===== src/rtl/line_refill_engine.sv =====
// line_refill_engine: writes back a dirty victim line word by word, then fetches
// the missing line from main memory and returns it with a one-cycle done pulse.
module line_refill_engine #(
   parameter int ADDR_W = 32,
   parameter int WORD_W = 32,
   parameter int WORDS  = 4
) (
   input  logic                    clk,
   input  logic                    rst,
   input  logic                    req,
   input  logic                    victim_dirty,
   input  logic [ADDR_W-1:0]       victim_addr,
   input  logic [WORDS*WORD_W-1:0] victim_data,
   input  logic [ADDR_W-1:0]       fill_addr,
   output logic                    busy,
   output logic                    done,
   output logic [WORDS*WORD_W-1:0] fill_data,
   output logic                    mem_req,
   output logic                    mem_we,
   output logic [ADDR_W-1:0]       mem_addr,
   output logic [WORD_W-1:0]       mem_wdata,
   input  logic                    mem_ack,
   input  logic [WORD_W-1:0]       mem_rdata
);
   localparam int IDX_W      = $clog2(WORDS);
   localparam int WORD_BYTES = WORD_W / 8;
   localparam int LINE_BYTES = WORDS * WORD_BYTES;
   localparam logic [ADDR_W-1:0] LINE_MASK = ~ADDR_W'(LINE_BYTES - 1);

   typedef enum logic [1:0] {IDLE, WB, FILL, DONE} state_t;

   state_t            state;
   logic [IDX_W-1:0]  idx;
   logic [IDX_W-1:0]  idx_next;
   logic              last;
   logic [ADDR_W-1:0] victim_base;
   logic [ADDR_W-1:0] fill_base;
   logic [WORD_W-1:0] victim_in    [WORDS];
   logic [WORD_W-1:0] victim_words [WORDS];
   logic [WORD_W-1:0] fill_words   [WORDS];

   function automatic logic [ADDR_W-1:0] word_addr(input logic [ADDR_W-1:0] base,
                                                   input logic [IDX_W-1:0]  i);
      return base + ADDR_W'(i) * ADDR_W'(WORD_BYTES);
   endfunction

   for (genvar g = 0; g < WORDS; g++) begin : g_words
      assign victim_in[g]                    = victim_data[g*WORD_W +: WORD_W];
      assign fill_data[g*WORD_W +: WORD_W]   = fill_words[g];
   end

   assign idx_next = idx + IDX_W'(1);
   assign last     = (idx == IDX_W'(WORDS - 1));

   // Address/data of the next word are loaded on the ack itself, so the bus
   // presents a new word the cycle after every ack without a bubble.
   always_ff @(posedge clk or posedge rst) begin
      if (rst) begin
         state        <= IDLE;
         idx          <= '0;
         busy         <= 1'b0;
         done         <= 1'b0;
         mem_req      <= 1'b0;
         mem_we       <= 1'b0;
         mem_addr     <= '0;
         mem_wdata    <= '0;
         victim_base  <= '0;
         fill_base    <= '0;
         victim_words <= '{default: '0};
         fill_words   <= '{default: '0};
      end else begin
         case (state)
            IDLE: begin
               if (req) begin
                  victim_base  <= victim_addr & LINE_MASK;
                  fill_base    <= fill_addr & LINE_MASK;
                  victim_words <= victim_in;
                  idx          <= '0;
                  busy         <= 1'b1;
                  mem_req      <= 1'b1;
                  mem_we       <= victim_dirty;
                  mem_addr     <= victim_dirty ? (victim_addr & LINE_MASK)
                                               : (fill_addr & LINE_MASK);
                  mem_wdata    <= victim_in[0];
                  state        <= victim_dirty ? WB : FILL;
               end
            end
            WB: begin
               if (mem_ack) begin
                  if (last) begin
                     idx      <= '0;
                     mem_we   <= 1'b0;
                     mem_addr <= fill_base;
                     state    <= FILL;
                  end else begin
                     idx       <= idx_next;
                     mem_addr  <= word_addr(victim_base, idx_next);
                     mem_wdata <= victim_words[idx_next];
                  end
               end
            end
            FILL: begin
               if (mem_ack) begin
                  fill_words[idx] <= mem_rdata;
                  if (last) begin
                     mem_req <= 1'b0;
                     done    <= 1'b1;
                     state   <= DONE;
                  end else begin
                     idx      <= idx_next;
                     mem_addr <= word_addr(fill_base, idx_next);
                  end
               end
            end
            DONE: begin
               done  <= 1'b0;
               busy  <= 1'b0;
               idx   <= '0;
               state <= IDLE;
            end
            default: state <= IDLE;
         endcase
      end
   end

endmodule


===== config.mk =====
export PLATFORM = sky130hd
export DESIGN_NAME = line_refill_engine
export DESIGN_NICKNAME = d
export VERILOG_FILES = /design/src/rtl/line_refill_engine.sv
export SDC_FILE = /design/constraint.sdc
export NUM_CORES = 1
export LEC_CHECK = 0
export BUFFER_PORTS_ARGS = -buffer_cell sky130_fd_sc_hd__buf_2
export CORE_ASPECT_RATIO = 1.2
export CORE_MARGIN = 2
export CORE_UTILIZATION = 60
export CTS_BUF_LIST = sky130_fd_sc_hd__clkbuf_2 sky130_fd_sc_hd__clkbuf_4 sky130_fd_sc_hd__clkbuf_8
export DETAILED_ROUTE_END_ITERATION = 6
export PLACE_DENSITY = 0.94
export REMOVE_ABC_BUFFERS = 1
export SLEW_MARGIN = 20
export SYNTH_ARGS = -nofsm -noshare
export SYNTH_HDL_FRONTEND = slang
export SYNTH_SLANG_ARGS = --single-unit

===== constraint.sdc =====
create_clock -name clk -period 23.9 [get_ports clk]
set_input_delay 4.78 -clock clk [delete_from_list [all_inputs] [get_ports clk]]
set_output_delay 4.78 -clock clk [all_outputs]
set_load 0.005 [all_outputs]

# Yosys cells after proc, flatten, opt, wreduce, memory -nomap -nowiden
# Cells that the tools add are included.
# W data, S select, Z words.
# op_classes
n_addsub,3
magnitude_cmp,3
n_eq_ne,11
muxes,40
bitwise_logic,2
reduce_logical,17
# ops
op,count
$mux W32,12
$bwmux W128,1
$pmux W32 S3,1
$add A32 B4 Y32,2
$bmux W32 S2,1
$demux W32 S2,1
$pmux W32 S2,1
$mux W2,11
$pmux W2 S4,2
$reduce_and A4 Y1,4
$ne A2 B2 Y1 const B,7
$reduce_and A5 Y1,2
$pmux W1 S2,4
$reduce_bool A2 Y1,4
$eq A2 B2 Y1 const B,3
$ge A3 B3 Y1 const B,2
$mux W1,6
$not A2 Y3,2
$reduce_and A2 Y1,3
$lt A3 B1 Y1 const B,1
$reduce_and A3 Y1,1
$reduce_bool A3 Y1,1
$add A2 B1 Y2 const B,1
$eq A2 B1 Y1 const B,1
2 further kinds,2
# word_totals
ff_bits,384
input_bits,229
output_inout_bits,196
word_cells,94

# Depth between registers and ports, before layout
# logic_depth
depth_word,8
ltp_mapped,9
ltp_nobuf,5

# Worst setup path before layout
# No wires, ideal clock.
# synth_path
kind,in2reg
from,input mem_ack
to,register mem_addr[2]
setup_ns,0.125
t_arrival_ns,5.971
required_ns,23.775
slack_ns,17.804
path_stages,5
path_buffers,2
path_cell_list,buf_2 o21ba_2 or4_4 buf_6 mux2_4
# synth_between
elab_chain_len,2
elab_cells_between_ends,3
cone_classes,eq/ne (2); reduce/logical (1)
# synth_rtl
item,line_no,rtl
"start, declared",22,"input logic mem_ack,"
$ne A2 B2 Y1 (no line),-,
$reduce_and A5 Y1 (no line) (*),-,
"end signal, assigned",82,mem_addr <= victim_dirty ? (victim_addr & LINE_MASK)
"end signal, assigned",93,mem_addr <= fill_base;
"end signal, assigned",97,"mem_addr <= word_addr(victim_base, idx_next);"
"end, declared",20,"output logic [ADDR_W-1:0] mem_addr,"
# Every way passes the cells marked *; elsewhere a longest branch is shown, timed or not.
# A chain may end at the register's enable or synchronous reset.

# Final worst setup path
# layout_path
from,input req
to,register fill_base[17]
# layout_between
elab_chain_len,1
# layout_rtl
item,line_no,rtl
"start, declared",10,"input logic req,"
$reduce_and A2 Y1 (no line),-,
"end signal, assigned",76,fill_base <= fill_addr & LINE_MASK;
"end, declared",37,logic [ADDR_W-1:0] fill_base;
# No other way between the ends.

==> key figures <==
Worst hold path
  – HP Start: fill_data[93]
  – Hold Path Class: flip-flop to flip-flop
  – Hold Crit Depth: 1
  – Hold EP: fill_data[93]

Drt
  – Vias post-DR: 11.7k
  – Post-DRT Antenna Nets: 0
  – DR DRC count: 0
  – Final WL: 46.9 mm
  – Initial DRC count: 887
  – Via/cell ratio: 6.01
  – Pre-antenna DRT Iters: 5
  – Drt wl/cell: 24.0 µm

STA
  – Setup TNS: 0 ns
  – Crit share post-route: 28.8%
  – Final setup viols: 0
  – Minimum clock period: 6.87 ns
  – Fmax: 0.145 GHz
  – RSZ-0062 raised after global routing: no
  – Max-slew violation count: 0
  – Final hold viol count: 0
  – Slew @ Worst Pin: 1.04 ns
  – Relative slew slack: 30.5%
  – Worst hold margin: 0.498 ns
  – Skew final: 0.0394 ns

Place
  – Number of I/O port buffers: 414
  – GPL Wtd Cong: 0.869
  – DPL Wire Length: 28.5 mm

Pwr
  – Leakage: 9.66 nW
  – PwrDens: 141 mW/mm²
  – Max IR drop VDD: 92.5 µV

Critical path
  – Reg2Reg Depth: 6
  – R2R Setup Slk: 20.48 ns
  – CP Capture Type: flip-flop
  – Setup crit start: req
  – Crit path DAT: 7.34 ns
  – Critical setup path kind: input port to flip-flop
  – Worst EP required: 24.36 ns
  – Startpoint Class: input port
  – Worst r2r src: state[0]
  – Crit-path max FO: 90
  – R2r endpoint: fill_base[17]

Clock tree
  – H-tree depth: 2
  – Worst-skew pair later-pin latency: 0.61 ns
  – # hold bufs at CTS: 0
  – Longest Clk Path Bufs: 3
  – Clk pin slew, worst setup/hold paths: 0.06 ns
  – Clk sinks: 382
  – Clock buffer count from CTS: 57
  – TritonCTS clock tree: built
  – Post-cts sizing count: 0
  – Postcts setup bufs: 0
  – CTS root buffer: clkbuf_8

Finish
  – Most frequent cells in the layout: buf_2, mux2_2, dfrtp_1, clkbuf_8
  – Layout area overhead: 21.0%
  – Fraction of layout cells with a size suffix above 1: 63.0%
  – Nets: 1757
  – Commonest non-fill, non-tap cell in the layout: buf_2

Die
  – I/O pin count: 425
  – Initial Util: 60.7%
  – Core area: 0.0278 mm²
  – Die W: 157 µm
  – Die span in y: 188 µm
  – Cell Rows: 67
  – Die area: 0.0295 mm²

Run
  – # Max-Cap Violations: 0

GRT
  – Remaining Overflow, GRT: 0
  – First-pass GRT wire length: 71.4 mm
  – Total GRT Usage: 31.6%
  – Largest net degree at the start of global routing: 153
  – Antenna violations before repair: 22
  – Vias in the first global route: 13.1k

Synth
  – Syn avg cell area: 15.2 µm²
  – Ys flop type: dfrtp_1
  – Synthesized cell area: 0.0169 mm²
  – Mapped Cells: 1113
  – Cell variety after synth: 39
  – Synthesized flop and latch total: 382
  – Sequential share of the synthesized area: 56.5%
  – Async SR Flop Fraction: 100%
  – Number of enable flip-flop cells after synthesis: 0
  – Yosys warning count: 0

Status
  – Status: complete, no violations
==> critical path, cell delays in order <==
cell     delay, ns
buf_2         0.15
nand2_4       0.31
buf_6         0.67
buf_4         0.85
mux2_2        0.44
==> Yosys cell counts (3+ instances only) <==
| library cell | n | area [µm²] |
|---|---|---|
| inv_1 | 8 | 30.0 |
| buf_6 | 11 | 124 |
| buf_1 | 13 | 48.8 |
| o2bb2ai_1 | 3 | 26.3 |
| nand2_1 | 3 | 11.3 |
| clkbuf_1 | 43 | 161 |
| o21ai_0 | 3 | 15.0 |
| mux4_2 | 32 | 721 |
| o41ai_1 | 28 | 245 |
| mux2_2 | 406 | 4570 |
| nor2_1 | 3 | 11.3 |
| nand3_1 | 4 | 20.0 |
| buf_2 | 20 | 100 |
| dfrtp_1 | 382 | 9560 |
| nor2b_1 | 32 | 200 |
| mux2i_1 | 4 | 40.0 |
| o31ai_1 | 28 | 210 |
| a211oi_1 | 28 | 210 |
| a221oi_1 | 28 | 245 |
| ha_1 | 12 | 150 |
==> sequential cells by signal, summed over array words and instances (netlist names), 2 cells and up <==
signal	cells
fill_base	28
fill_data	128
idx	2
mem_addr	30
mem_wdata	32
state	2
victim_base	28
victim_words	128
==> layout make-up <==
type                    count  area (µm²)
flip-flops and latches    382        9560
clock buffers              84        1070
repair buffers            432        2240
well taps                 379         474
fillers                  1708        7370
diodes                     18        45.0
clock inverters            17         140
multi-input cells         634        6880
inverters                   9        46.3
==> per-stage QoR <==
stage                     instance area (µm²)  total power [mW]  util, %  setup slack (ns)  std cells
after floorplan                         16500              1.90        -              8.51       1025
after global placement                  19200              2.20     68.8             16.21       1835
after detailed placement                19200              2.28     68.8             16.13       1835
after CTS                               20400              2.88     73.2             16.78       1936
after global routing                    20500              3.03     73.5             16.96       1953
final                                   20500              2.88     73.5             17.03       1955
==> report_power, final <==
part	internal [mW]	switching, mW
combinational	0.624	0.542
sequential	0.967	0.182
clock	0.310	0.258
==> worst max-delay path by stage <==
stage	to
2_1_floorplan	busy
3_3_place_gp	victim_words[7]
3_5_place_dp	mem_wdata[15]
4_1_cts	fill_base[14]
5_1_grt	fill_base[17]
6_report	fill_base[17]
==> routing by layer <==
metal	GRT usage [%]	routed length [µm]
met2	52.7	24100
met1	36.2	16800
met5	0	61
met4	17.1	2200
met3	9.71	3650
==> cells by family after synthesis <==
logic type | share of synthesized area, %
compound gates | 6.20
fa+ha+maj | 0.888
buf+inv | 2.86
flops | 56.5
mux | 31.7
other cells | 0.0222
simple gates | 1.77
No activity file was read; power rests on OpenSTA's default activity.
